**src/rtl/quant_cfu_pkg.sv**
```systemverilog
// Shared types and constants for the quant CFU sequencer.
// CFU command codes, sequencer states and the int8 range test.
package quant_cfu_pkg;

  localparam int INT32_SIZE = 32;
  localparam int BYTE_SIZE  = 8;

  typedef enum logic [6:0] {
    CMD_RESET   = 7'd0,
    CMD_BIAS    = 7'd1,
    CMD_MULT    = 7'd2,
    CMD_SHIFT   = 7'd3,
    CMD_ACT_MIN = 7'd4,
    CMD_ACT_MAX = 7'd5,
    CMD_OFFSET  = 7'd6,
    CMD_QUANT   = 7'd7
  } cfu_cmd_e;

  typedef enum logic [1:0] {
    IDLE,
    CFG,
    RUN,
    DRAIN
  } seq_state_e;

  // hi is ret[31:7]; the value fits int8 when all these bits agree
  function automatic logic fits_int8(input logic [24:0] hi);
    return (&hi) || ~(|hi);
  endfunction

endpackage

```
**src/rtl/quant_seq_fifo.sv**
```systemverilog
// First-word-fall-through sync FIFO for packed output words.
// Data reads as zero while empty.
module quant_seq_fifo #(
  parameter int WIDTH = 37,
  parameter int DEPTH = 4
) (
  input  logic                         clk,
  input  logic                         rst_n,
  input  logic                         push,
  input  logic [WIDTH-1:0]             push_data,
  input  logic                         pop,
  output logic [WIDTH-1:0]             pop_data,
  output logic                         empty,
  output logic [$clog2(DEPTH+1)-1:0]   free
);

  localparam int AW = (DEPTH > 1) ? $clog2(DEPTH) : 1;
  localparam int CW = $clog2(DEPTH+1);

  logic [WIDTH-1:0] mem [DEPTH];
  logic [AW-1:0]    wr_ptr;
  logic [AW-1:0]    rd_ptr;
  logic [CW-1:0]    count;
  logic             do_pop;
  logic             full;

  function automatic logic [AW-1:0] nxt(input logic [AW-1:0] p);
    return (p == AW'(DEPTH-1)) ? '0 : p + 1'b1;
  endfunction

  assign empty    = (count == '0);
  assign full     = (count == CW'(DEPTH));
  assign free     = CW'(DEPTH) - count;
  assign do_pop   = pop && !empty;
  assign pop_data = empty ? '0 : mem[rd_ptr];

  always_ff @(posedge clk or negedge rst_n) begin
    if (!rst_n) begin
      wr_ptr <= '0;
      rd_ptr <= '0;
      count  <= '0;
    end else begin
      if (push)   wr_ptr <= nxt(wr_ptr);
      if (do_pop) rd_ptr <= nxt(rd_ptr);
      unique case ({push, do_pop})
        2'b10:   count <= count + 1'b1;
        2'b01:   count <= count - 1'b1;
        default: count <= count;
      endcase
    end
  end

  always_ff @(posedge clk) begin
    if (push) mem[wr_ptr] <= push_data;
  end

  a_no_overflow: assert property (
    @(posedge clk) disable iff (!rst_n) !(push && full)
  );

endmodule

```
**src/rtl/quant_cfu_sequencer.sv**
```systemverilog
// Drives the quant CFU: writes one parameter set, then streams
// accumulators through CMD_QUANT and packs int8 results per word.
module quant_cfu_sequencer
  import quant_cfu_pkg::*;
#(
  parameter int LANES     = 4,
  parameter int OUT_DEPTH = 4
) (
  input  logic                    clk,
  input  logic                    rst_n,
  input  logic                    cfg_valid,
  output logic                    cfg_ready,
  input  logic [INT32_SIZE-1:0]   cfg_bias,
  input  logic [INT32_SIZE-1:0]   cfg_mult,
  input  logic [INT32_SIZE-1:0]   cfg_shift,
  input  logic [INT32_SIZE-1:0]   cfg_act_min,
  input  logic [INT32_SIZE-1:0]   cfg_act_max,
  input  logic [INT32_SIZE-1:0]   cfg_offset,
  input  logic                    acc_valid,
  output logic                    acc_ready,
  input  logic [INT32_SIZE-1:0]   acc_data,
  input  logic                    acc_last,
  output logic                    out_valid,
  input  logic                    out_ready,
  output logic [8*LANES-1:0]      out_data,
  output logic [LANES-1:0]        out_keep,
  output logic                    out_last,
  output logic [6:0]              cfu_cmd,
  output logic [INT32_SIZE-1:0]   cfu_inp0,
  output logic [INT32_SIZE-1:0]   cfu_inp1,
  input  logic [INT32_SIZE-1:0]   cfu_ret,
  output logic                    busy,
  output logic                    sat_err
);

  localparam int OW = BYTE_SIZE*LANES;
  localparam int FW = OW+LANES+1;
  localparam int LW = (LANES > 1) ? $clog2(LANES) : 1;
  localparam int CW = $clog2(OUT_DEPTH+1);

  seq_state_e state;
  seq_state_e state_nx;
  cfu_cmd_e   cmd_nx;
  logic [INT32_SIZE-1:0] inp1_nx;

  logic [2:0]                  cfg_idx;
  logic [6:1][INT32_SIZE-1:0]  param;
  logic                        last_seen;

  logic iss_v, iss_last;
  logic ret_v, ret_last;

  logic [OW-1:0]    pk_data, data_nx;
  logic [LANES-1:0] pk_keep, keep_nx;
  logic [LW-1:0]    pk_lane;

  logic          push;
  logic [FW-1:0] push_data, pop_data;
  logic          empty;
  logic [CW-1:0] free;

  logic cfg_fire, acc_fire, drained;

  assign cfg_ready = (state == IDLE);
  assign busy      = (state != IDLE);
  assign acc_ready = (state == RUN) && (free >= CW'(2)) && !last_seen;
  assign cfg_fire  = cfg_valid && cfg_ready;
  assign acc_fire  = acc_valid && acc_ready;
  assign drained   = !iss_v && !ret_v && (pk_keep == '0) && empty;

  always_comb begin
    state_nx = state;
    cmd_nx   = CMD_RESET;
    inp1_nx  = '0;
    unique case (state)
      IDLE: if (cfg_fire) state_nx = CFG;
      CFG: begin
        cmd_nx  = cfu_cmd_e'({4'd0, cfg_idx});
        inp1_nx = param[cfg_idx];
        if (cfg_idx == 3'd6) state_nx = RUN;
      end
      RUN: if (acc_fire) begin
        cmd_nx  = CMD_QUANT;
        inp1_nx = acc_data;
        if (acc_last) state_nx = DRAIN;
      end
      DRAIN: if (drained) state_nx = IDLE;
      default: state_nx = IDLE;
    endcase
  end

  always_ff @(posedge clk or negedge rst_n) begin
    if (!rst_n) begin
      state     <= IDLE;
      cfu_cmd   <= '0;
      cfu_inp0  <= '0;
      cfu_inp1  <= '0;
      cfg_idx   <= '0;
      param     <= '0;
      last_seen <= 1'b0;
      sat_err   <= 1'b0;
    end else begin
      state    <= state_nx;
      cfu_cmd  <= cmd_nx;
      cfu_inp0 <= '0;
      cfu_inp1 <= inp1_nx;
      if (cfg_fire) begin
        param <= {cfg_offset, cfg_act_max, cfg_act_min,
                  cfg_shift, cfg_mult, cfg_bias};
        cfg_idx   <= 3'd1;
        last_seen <= 1'b0;
        sat_err   <= 1'b0;
      end else begin
        if (state == CFG) cfg_idx <= cfg_idx + 1'b1;
        if (acc_fire && acc_last) last_seen <= 1'b1;
        if (ret_v && !fits_int8(cfu_ret[31:7])) sat_err <= 1'b1;
      end
    end
  end

  // CFU ret is valid two edges after the accepting edge
  assign data_nx   = pk_data | (OW'(cfu_ret[7:0]) << (BYTE_SIZE*pk_lane));
  assign keep_nx   = pk_keep | (LANES'(1) << pk_lane);
  assign push      = ret_v && (ret_last || pk_lane == LW'(LANES-1));
  assign push_data = {ret_last, keep_nx, data_nx};

  always_ff @(posedge clk or negedge rst_n) begin
    if (!rst_n) begin
      iss_v    <= 1'b0;
      iss_last <= 1'b0;
      ret_v    <= 1'b0;
      ret_last <= 1'b0;
      pk_data  <= '0;
      pk_keep  <= '0;
      pk_lane  <= '0;
    end else begin
      iss_v    <= acc_fire;
      iss_last <= acc_fire && acc_last;
      ret_v    <= iss_v;
      ret_last <= iss_last;
      if (ret_v) begin
        if (push) begin
          pk_data <= '0;
          pk_keep <= '0;
          pk_lane <= '0;
        end else begin
          pk_data <= data_nx;
          pk_keep <= keep_nx;
          pk_lane <= pk_lane + 1'b1;
        end
      end
    end
  end

  quant_seq_fifo #(
    .WIDTH (FW),
    .DEPTH (OUT_DEPTH)
  ) u_fifo (
    .clk       (clk),
    .rst_n     (rst_n),
    .push      (push),
    .push_data (push_data),
    .pop       (out_ready),
    .pop_data  (pop_data),
    .empty     (empty),
    .free      (free)
  );

  assign out_valid = !empty;
  assign {out_last, out_keep, out_data} = pop_data;

endmodule

```
**config.mk**
```make
export PLATFORM = sky130hd
export DESIGN_NAME = quant_cfu_sequencer
export DESIGN_NICKNAME = d
export VERILOG_FILES = /design/src/rtl/quant_cfu_pkg.sv /design/src/rtl/quant_seq_fifo.sv /design/src/rtl/quant_cfu_sequencer.sv
export SDC_FILE = /design/constraint.sdc
export NUM_CORES = 1
export LEC_CHECK = 0
export BUFFER_PORTS_ARGS = -buffer_cell sky130_fd_sc_hd__clkbuf_2
export CORE_ASPECT_RATIO = 0.8
export CORE_MARGIN = 4
export CORE_UTILIZATION = 55
export CTS_CLUSTER_DIAMETER = 150
export CTS_CLUSTER_SIZE = 10
export DETAILED_ROUTE_END_ITERATION = 8
export GPL_ROUTABILITY_DRIVEN = 0
export PLACE_DENSITY_LB_ADDON = 0.12
export SYNTH_ARGS = -nofsm -noshare
export SYNTH_HDL_FRONTEND = slang
export SYNTH_SLANG_ARGS = --single-unit
```
**constraint.sdc**
```tcl
create_clock -name clk -period 3 [get_ports clk]
set_input_delay 0.3 -clock clk [delete_from_list [all_inputs] [get_ports clk]]
set_output_delay 0.3 -clock clk [all_outputs]
set_load 0.01 [all_outputs]
```
======== Yosys cells after proc, flatten, opt, wreduce, memory -nomap -nowiden ========
Memories as Yosys holds them, arrays and structs flattened.
Cells that the tools add are included.
storage, ports and cells
  bits in registers ....................... 287
  memory bits (writable) .................. 148
  bits of input ports ..................... 262
  output and inout port bits .............. 113
  logic and storage cells ................. 107
  memories ................................ 1
memories
  name        depth  width  read ports  clocked after memory_dff  write ports  line                  text
  u_fifo.mem  4      37     1           0                         1            quant_seq_fifo.sv:20  logic [WIDTH-1:0] mem [DEPTH];
cells by class
  $add $sub $neg .......................... 7
  $lt $le $gt $ge ......................... 2
  equality and inequality tests ........... 14
  shifts and indexed selects .............. 2
  mux-type cells .......................... 27
  bitwise gates (word level) .............. 3
  reductions and logical operators ........ 29
operators by type and width
  operator                                                                number
  32-bit binary-select mux with 3-bit select                              1
  32-bit 2-to-1 mux                                                       3
  32-bit case mux with 2 select lines                                     1
  37-bit 2-to-1 mux                                                       1
  32-bit bitwise OR                                                       1
  8-bit by 5-bit left shift with 32-bit output                            1
  25-bit AND reduction                                                    1
  25-bit OR reduction                                                     1
  2-bit 2-to-1 mux                                                        8
  7-bit case mux with 2 select lines                                      1
  2-bit equality test (second input constant)                             6
  1-bit logical AND                                                       11
  2-bit nonzero test                                                      5
  3-bit 2-to-1 mux                                                        3
  2-bit != test (second input constant)                                   4
  2-bit case mux with 4 select lines                                      1
  2-bit by 1-bit adder with 2-bit output (second input constant)          3
  3-bit by 1-bit adder with 3-bit output (second input constant)          2
  1-bit 2-to-1 mux                                                        6
  3-bit case mux with 2 select lines                                      1
  1-bit zero test                                                         5
  5-bit AND reduction                                                     1
  2-bit by 1-bit equality test with 1-bit output (second input constant)  2
  4-bit zero test                                                         1
  other kinds (13)                                                        14

======== Depth between registers and ports, before layout ========
Gate-level depths: netlist of the first run.
  depth after elaboration ................. 8
  depth in mapped cells ................... 11
  gate-level depth less buffers ........... 10

======== By module ========
Synthesis of the first run repeated with hierarchy kept, for this count alone.
unflattened totals
  cells, all modules ...................... 1325
  area, all modules ....................... 18953.2 µm²
by module, submodules not included
  module               instances  cells each  area an instance (µm²)  sequential area each (µm²)
  quant_cfu_sequencer  1          1048        12923.6                 6906.6
  quant_seq_fifo       1          277         6029.5                  4619.4

======== Worst setup path before layout of the first run ========
No wires, ideal clock.
  path kind ............................... register -> register
  start point ............................. reg pk_lane[0]
  end point ............................... mem u_fifo.mem[3][0], enable pin
  library setup time ...................... 0.398 ns
  arrival time ............................ 1.948 ns
  data required time ...................... 2.602 ns
  path slack .............................. 0.654 ns
  cell stages (with the launch flop) ...... 6
  path buffers ............................ 1
  period minus slack after synthesis ...... 2.346 ns
  cells stage by stage .................... dfrtp_1 ha_1 nor2_1 nor2b_1 clkbuf_1 and2_1
between the ends
  cells in the longest elaborated chain, start to end .. 5
RTL lines
  item                                    line                        text
  start: declaration                      quant_cfu_sequencer.sv:55   logic [LW-1:0] pk_lane;
  start signal: assignment                quant_cfu_sequencer.sv:149  pk_lane <= pk_lane + 1'b1;
  2-bit equality test                     quant_cfu_sequencer.sv:124  assign push = ret_v && (ret_last || pk_lane == LW'(LANES-1));
  1-bit logical OR                        quant_cfu_sequencer.sv:124
  1-bit logical AND                       quant_cfu_sequencer.sv:124
  1-bit 2-to-1 mux                        quant_seq_fifo.sv:54        if (push) mem[wr_ptr] <= push_data;
  1-bit 2-to-1 mux (implied by the code)  quant_seq_fifo.sv:54
  end: declaration                        quant_seq_fifo.sv:20
Every way passes these cells.

======== Worst setup path in the final report of the first run ========
  start point ............................. reg u_fifo.rd_ptr[0]
  end point ............................... out out_data[13]
between the ends
  cells in the longest elaborated chain, start to end .. 2
RTL lines
  item                      line                       text
  start: declaration        quant_seq_fifo.sv:22       logic [AW-1:0] rd_ptr;
  start signal: assignment  quant_seq_fifo.sv:44       if (do_pop) rd_ptr <= nxt(rd_ptr);
  memory read 4 x 37 bit    --
  37-bit 2-to-1 mux         quant_seq_fifo.sv:35       assign pop_data = empty ? '0 : mem[rd_ptr];
  end: declaration          quant_cfu_sequencer.sv:25  output logic [8*LANES-1:0] out_data,
Every way passes these cells.

==> results of run 1 <==
## synth_stat cells (3+ instances only)
library cell  instances  share of area [%]
nand2_1              40               0.81
a32o_1               31                1.7
mux2_1               21                1.3
mux2_2              204                 12
clkbuf_1             37               0.75
buf_6                 5               0.30
buf_2                28               0.76
buf_1                 7               0.14
o211a_1              32                1.7
xnor2_1               3               0.14
ha_1                 20                1.3
nand3_1               5               0.13
mux4_2               37                4.5
nand4_1               6               0.20
a21o_1               34                1.4
or2_2                 4               0.13
o211ai_1             31                1.3
nor4_1                5               0.17
nor2_1               13               0.26
a21oi_1               8               0.22
edfxtp_1            148                 24
dfrtp_1             283                 38
a221o_1              31                1.7
inv_1                14               0.28
buf_4                40                1.6
and2_1               44                1.5
mux2i_1              33                1.8
nor2b_1               6               0.20
o21ai_0               7               0.19
## final timing paths
kind | startpoint | to
max in group asynchronous | rst_n | param[139]
worst max-delay path | u_fifo.rd_ptr[0] | out_data[13]
worst min-delay path | cfg_act_min[16] | param[112]
worst min register to register | iss_last | ret_last
worst max register to register | state[0] | param[116]
min in group asynchronous | rst_n | cfu_inp1[8]
## what timing repair did
| item | 4_1_cts | 5_1_grt |
|---|---|---|
| hold buffers | 210 | 4 |
| gates resized for setup | 0 | 0 |
| hold endpoints to repair | 263 | 4 |
| setup endpoints to repair | 0 | 0 |
## stage by stage
| stage | utilization (%) | cells | setup WS [ps] |
|---|---|---|---|
| global placement | 62.7 | 1915 | 739 |
| detailed placement | 62.7 | 1915 | 716 |
| global route | 73.4 | 2215 | 28.9 |
| floorplan | - | 1236 | 654 |
| CTS | 73.2 | 2201 | 107 |
| finish | 73.5 | 2216 | 182 |
## routing by layer
metal / share of wire (%) / GRT usage (%) / wire [um] / up-vias
met1: 41 / 36.2 / 20800 / 6464
met2: 49 / 45.5 / 25200 / 509
li1: - / - / - / 5592
met3: 6.2 / 5.46 / 3140 / 134
met4: 3.4 / 10.1 / 1750 / 2
met5: 0.026 / 0 / 13 / -
## layout make-up
| type | count | area [sq um] |
|---|---|---|
| well taps | 427 | 534 |
| repair buffers | 583 | 4190 |
| multi-input cells | 673 | 6460 |
| inverters | 15 | 56.3 |
| flip-flops and latches | 431 | 11500 |
| clock buffers | 74 | 1360 |
| fillers | 2044 | 8740 |
| diodes | 11 | 27.5 |
| clock inverters | 2 | 17.5 |
## sequential cells by signal, indices dropped and copies added, names as in the netlist, 2 cells and up
signal and cells:
pk_lane 2, state 2, param 192, pk_data 32
u_fifo.rd_ptr 2, u_fifo.wr_ptr 2, u_fifo.count 3, pk_keep 4
cfg_idx 3, cfu_inp1 32, cfu_cmd 3, u_fifo.mem 148
## cells by family (layout without fill, tap and decap cells)
group	Yosys count	after routing
xor+xnor	5	5
buf+inv	132	674
other cells	1	47
simple gates	132	132
compound gates	183	183
fa+ha+maj	21	21
flops	431	431
mux	296	296
## power by group
part           total (mW)  switching (mW)  internal [mW]
clock                5.31            2.22           3.09
combinational        8.15            3.95           4.20
sequential           9.20            1.18           8.02
total                22.7            7.35           15.3
==> results.tsv, run 1 <==
metric	value	unit
status	finished, final reports clean	
core_area	0.0329	sq mm
layout_commonest_cell	clkbuf_2	
syn2layout_area_growth	30.3	%
cts-root-buf	clkbuf_16	
grt_pass1_wl	77100	um
p_leak	11.2	nW
synth_xor_area_share	0.236	%
worstSetupPathType	reg2out	
slew_viol_final	0	
drt_iter0_markers	937	
synth_adder_area_share	1.46	%
async_reset_ff_share	65.7	%
cts_tree	done	
cpLargestDelayFamily	flip-flops	
synth-seq-cells	431	
postLayoutCellArea	0.0242	sq mm
antenna_found_initial	12	
synthDistinctLibCells	49	
ff2ff_setup_slack	760	ps
critPathBufInv	2	
synth_edf_count	148	
layout_common_cells	clkbuf_2 (337), dfrtp_1 (279), dlygate4sd3_1 (214)	
min_period_over_period	93.9	%
relSlewSlack	39.6	%
crit_required	2700	ps
grt_pass1_vias	13500	
num_vias	12700	
powerDensity	937	mW/mm^2
remaining_drc_errors	0	
synth_mux_area_share	20.0	%
cts.sinks	431	
synth-main-ff-cell	dfrtp_1	
rsz0062_at_grt	false	
placed_cell_area	0.0206	sq mm
routed_wl	50900	um
drv_cap	0	
arrival	2520	ps
total_power	22.7	mW
grt_start_max_net_pins	77	
ant_nets	0	
ioPinCount	375	
dp_hpwl	31900	um
io_buffers	338	
yosysWarnings	0	
slowest_delay	830	ps
clockBufferDepth	3	
synthCells	1201	
skew	12.8	ps
syn-cell-area	0.0186	sq mm
tightest_slew	904	ps
die_w	213	um
insertion_delay	560	ps
viasPerCell	5.73	
end_kind	output port	
cts_max_level	2	
min_path_type	in2reg	
die-area	0.0368	sq mm
synth_area_per_cell	15.5	sq um
fin_tns_setup	0	ps
path_depth	4	
cts_setup_buffers	0	
worstPathMaxFanout	21	
hold_path_depth	2	
period_needed	2820	ps
start_util	56.4	%
synth-simple-area-share	3.75	%
grt_overflow	0	
ys_seq_area_share	62.1	%
grt_usage	27.3	%
clk_pin_slew_worst_paths	60	ps
ir_drop	0.604	mV
placement_rows	59	
timing.critical_path.cells	buf_4 -> mux4_2 -> and2_1 -> clkbuf_2	
setup_viol	0	
crit_slowest_cell	dfrtp_2	
drt_pass1_iterations	5	
fmax	0.355	GHz
critPathLaunchType	flop	
synth_compound_area_share	8.56	%
cts_buffers	49	
hold_viol_final	0	
whs	13.0	ps
drive_gt1_share	38.0	%
synth_top_family_by_area	multiplexers	
worst_r2r_path_depth	5	
nNetsFinal	2036	
die_h	172	um
wl_per_cell	23.0	um
Power figures use the tool's default switching activity.
==> run 2, diff against run 1 <==
Settings changed: MAX_ROUTING_LAYER set to met4, RECOVER_POWER set to 100, SLEW_MARGIN set to 25.
==> run 2 against run 1 <==
Against the previous run: the flow now finishes with violations (capacitance limit, slew limit); sequential share of layout area rose by 0.23 points; combinational power fell by 2%; clock-buffer cell count did not move; setup slack got worse by 20 ps; critical endpoint unchanged; cell count barely moved; via count fell by 0.19%.
==> results.tsv, run 2 (same netlist as run 1, synthesis figures left out) <==
metric	value	unit
final_cells	2218	
wl_per_cell	22.9	um
cts_setup_buffers	0	
die_h	172	um
clk_pin_slew_worst_paths	60	ps
period_needed	2840	ps
top_regs	param x192, u_fifo.mem x148	
p_leak	11.0	nW
ant_nets	0	
viasPerCell	5.72	
worstSetupPathType	reg2out	
clockBufferDepth	3	
relSlewSlack	-9.17	%
io_buffers	338	
nNetsFinal	2036	
drt_iter0_markers	880	
tightest_slew	1640	ps
ir_drop	0.603	mV
min_period_over_period	94.6	%
syn2layout_area_growth	29.7	%
dp_hpwl	31900	um
slowest_delay	840	ps
ioPinCount	375	
grt_pass1_vias	13500	
placement_rows	59	
hp-start	cfg_act_min[16]	
grt_overflow	0	
antenna_found_initial	13	
violations	capacitance limit, slew limit	
cts.sinks	431	
cts_max_level	2	
start_util	56.4	%
num_vias	12700	
min_path_type	in2reg	
routed_wl	50900	um
core_area	0.0329	sq mm
final_util	73.1	%
die_w	213	um
cpLargestDelayFamily	flip-flops	
arrival	2540	ps
cts_repair_resize_count	0	
grt_usage	28.2	%
remaining_drc_errors	0	
worstReg2RegEnd	param[116]	
cts_buffers	49	
whs	12.3	ps
drive_gt1_share	34.6	%
skew	12.0	ps
rsz0062_at_grt	false	
crit_slowest_cell	dfrtp_2	
critPathBufInv	2	
worstPathMaxFanout	21	
status	finished with violations	
rr_startpoint	state[0]	
end_kind	output port	
fmax	0.352	GHz
largest_reg_flops	192	
hold_viol_final	0	
regMostFlops	param	
setup_viol	0	
layout_commonest_cell	clkbuf_2	
layout_common_cells	clkbuf_2 (294), dfrtp_1 (279), dlygate4sd3_1 (214)	
worst_r2r_path_depth	5	
grt_pass1_wl	77100	um
insertion_delay	560	ps
drv_cap	1	
cp-endpoint	out_data[13]	
cts-root-buf	clkbuf_16	
cts_hold_buf	210	
ff2ff_setup_slack	180	ps
critPathLaunchType	flop	
powerDensity	936	mW/mm^2
slew_viol_final	58	
fin_tns_setup	0	ps
drt_pass1_iterations	5	
path_depth	4	
cts_tree	done	
timing.critical_path.cells	buf_4 -> mux4_2 -> and2_1 -> clkbuf_2	
die-area	0.0368	sq mm
fill_cells	2086	
crit_required	2700	ps
grt_start_max_net_pins	77	
setup.worst_path.start	u_fifo.rd_ptr[0]	
placed_cells	1915	
-- run 2: changes by cell type in the layout (fill, tap and decap cells not counted), sizes merged --
cell | previous run | this run
buf | 32 | 19
clkbuf | 411 | 424
diode | 11 | 13
-- run 2: metal layers --
metal	up-vias	routed length [um]	GRT usage, %
met1	6451	21100	36.1
met4	0	1710	10.0
met5	-	0	-
li1	5596	-	-
met2	494	25000	45.7
met3	136	3070	5.31
-- run 2: final cells by class --
cell class | count | area [sq um] | share of cell area, %
Clock buffer | 74 | 1360 | 5.66
Inverter | 15 | 56.3 | 0.234
Antenna cell | 13 | 32.5 | 0.135
Timing Repair Buffer | 583 | 4080 | 17.0
Sequential cell | 431 | 11500 | 47.9
Tap cell | 427 | 534 | 2.22
Clock inverter | 2 | 17.5 | 0.0728
Multi-Input combinational cell | 673 | 6450 | 26.8
-- run 2: power by group --
part	switching, mW	internal [mW]
Sequential	1.18	8.02
Clock	2.21	3.09
Combinational	3.94	4.07
Total	7.34	15.2
-- run 2: stage by stage --
stage / area [sq um] / setup WS (ps) / total power [mW]
floorplan: 18700 / 654 / 14.5
global placement: 20600 / 739 / 16.8
detailed placement: 20600 / 716 / 17.1
CTS: 24100 / 107 / 22.7
global route: 24100 / 22.2 / 23.7
finish: 24100 / 162 / 22.5
-- run 2: how the worst min path moves through the flow --
stage,endpoint,slack [ps],cells after the start
floorplan,cfg_idx[0],4,0
global placement,param[27],280,1
detailed placement,param[76],290,1
CTS,param[98],0.2,2
global route,param[112],4,2
finish,param[112],10,2
==> run 3, diff against run 2 <==
Settings changed: CORE_UTILIZATION 55 to 50.
Clock period 3 ns to 2.35 ns, I/O delays scaled along.
==> run 3 against run 2 <==
Against the previous run: register-to-register slack about the same; first-iteration DRC count up 0.57%; power up 32%; the run ends with capacitance limit, slew limit, setup timing left; clock-buffer cell count down 2; sequential share of layout area down 1.4 points; cell area up 3.0%; combinational power up 45%; worst hold slack better by 32 ps; utilization down 4.6 points.
==> results.tsv, run 3 (same netlist as run 1, synthesis figures left out) <==
metric	value	unit
setup_viol	1	
hp-start	acc_last	
remaining_drc_errors	0	
worst_r2r_path_depth	6	
powerDensity	1200	mW/mm^2
relSlewSlack	-15.7	%
violations	capacitance limit, slew limit, setup timing	
fill_cells	2490	
antenna_found_initial	13	
num_vias	12700	
drt_iter0_markers	885	
nNetsFinal	2075	
wl_per_cell	22.1	um
core_area	0.0362	sq mm
end_kind	output port	
combPwrFrac	38.9	%
dp_hpwl	32600	um
clk_pin_slew_worst_paths	60	ps
grt_usage	25.7	%
p_leak	11.3	nW
min_path_type	in2reg	
top_regs	param x192, u_fifo.mem x148	
die_w	223	um
placement_rows	62	
final_cells	2311	
viasPerCell	5.48	
drv_cap	1	
insertion_delay	550	ps
period_needed	2360	ps
crit_required	2120	ps
grt_overflow	0	
dp_slack	185	ps
worstSetupPathType	reg2out	
rsz0062_at_grt	true	
worstPathMaxFanout	8	
total_power	29.8	mW
clockBufferDepth	3	
placed_cell_area	0.0209	sq mm
slew_viol_final	62	
die-area	0.0403	sq mm
internal_power	20.2	mW
rr_startpoint	cfg_idx[1]	
layout_commonest_cell	clkbuf_2	
postLayoutCellArea	0.0248	sq mm
die_h	180	um
min_to	iss_last	
regMostFlops	param	
tightest_slew	1730	ps
cts_max_level	2	
layout_common_cells	clkbuf_2 (287), dfrtp_1 (279), dlygate4sd3_1 (226)	
start_util	51.2	%
setup.worst_path.start	u_fifo.rd_ptr[0]	
finalWorstSetupSlack	-7.88	ps
fmax	0.424	GHz
ff2ff_setup_slack	190	ps
status	finished with violations	
power_switching	9.54	mW
hold_path_depth	3	
worstReg2RegEnd	state[1]	
clockPowerShare	22.7	%
arrival	2120	ps
ioPinCount	375	
power_frac_seq	38.5	%
cts_buffers	49	
grt_start_max_net_pins	71	
min_period_over_period	100	%
ant_nets	0	
fin_tns_setup	-7.88	ps
placed_cells	1982	
cts_tree	done	
critPathLaunchType	flop	
p_sw_share	32.0	%
cts.sinks	431	
hold_viol_final	0	
syn2layout_area_growth	33.6	%
routed_wl	51000	um
io_buffers	338	
drive_gt1_share	37.9	%
grt_pass1_wl	78800	um
cts-root-buf	clkbuf_16	
skew	13.5	ps
ir_drop	0.783	mV
grt_pass1_vias	13700	
largest_reg_flops	192	
drt_pass1_iterations	4	
run 3: area by class of cell:
class	instances	area (sq um)	share of cell area, %
Clock inverter	2	17.5	0.0706
Inverter	15	56.3	0.227
Timing Repair Buffer	622	4650	18.8
Tap cell	480	601	2.42
Clock buffer	72	1360	5.46
Sequential cell	431	11500	46.5
Multi-Input combinational cell	673	6540	26.4
Antenna cell	16	40.0	0.161
run 3: worst max path at each step:
stage	endpoint	slack (ps)	cells after the start
after floorplan	u_fifo.mem[3][0]	4	5
after global routing	acc_ready	-80	6
after global placement	u_fifo.count[2]	260	10
after detailed placement	u_fifo.count[2]	190	10
after CTS	acc_ready	-40	6
final	out_data[15]	-8	5
run 3: power groups by stage:
stage | Combinational [mW] | Sequential [mW] | Clock (mW)
floorplan | 7.32 | 11.2 | 0
global placement | 10.2 | 11.5 | 0
detailed placement | 10.5 | 11.6 | 0
CTS | 11.2 | 11.4 | 6.90
global route | 12.6 | 11.7 | 7.20
finish | 11.6 | 11.5 | 6.75
run 3: per-layer routing:
layer  vias up  track usage [%]  part of all wire [%]
met5         -                -                     0
met4         0             9.42                   3.6
met3       133             5.02                   6.4
met2       484             41.2                    49
met1      6373             33.0                    41
li1       5677                -                     -
run 3: worst max-delay path: stages, from the launching register on:
cell	delay, ps
dfrtp_2	390
buf_12	180
buf_12	150
mux4_2	550
and2_4	170
buf_6	110
run 3: stage by stage:
step / hold WS (ps) / util, %
after detailed placement: 227 / 57.6
after global placement: 225 / 57.6
final: 44.7 / 68.4
after global routing: 30.7 / 68.4
after CTS: 7.28 / 68.1
after floorplan: -60.6 / -
run 3: what timing repair did:
action / 4_1_cts / 5_1_grt
setup endpoints to repair: 36 / 24
pin swaps: 3 / 7
endpoints found under the hold margin: 279 / 0
gates resized for setup: 14 / 53
hold buffers: 226 / 0
cloned: 1 / 3
buffers inserted: 9 / 1
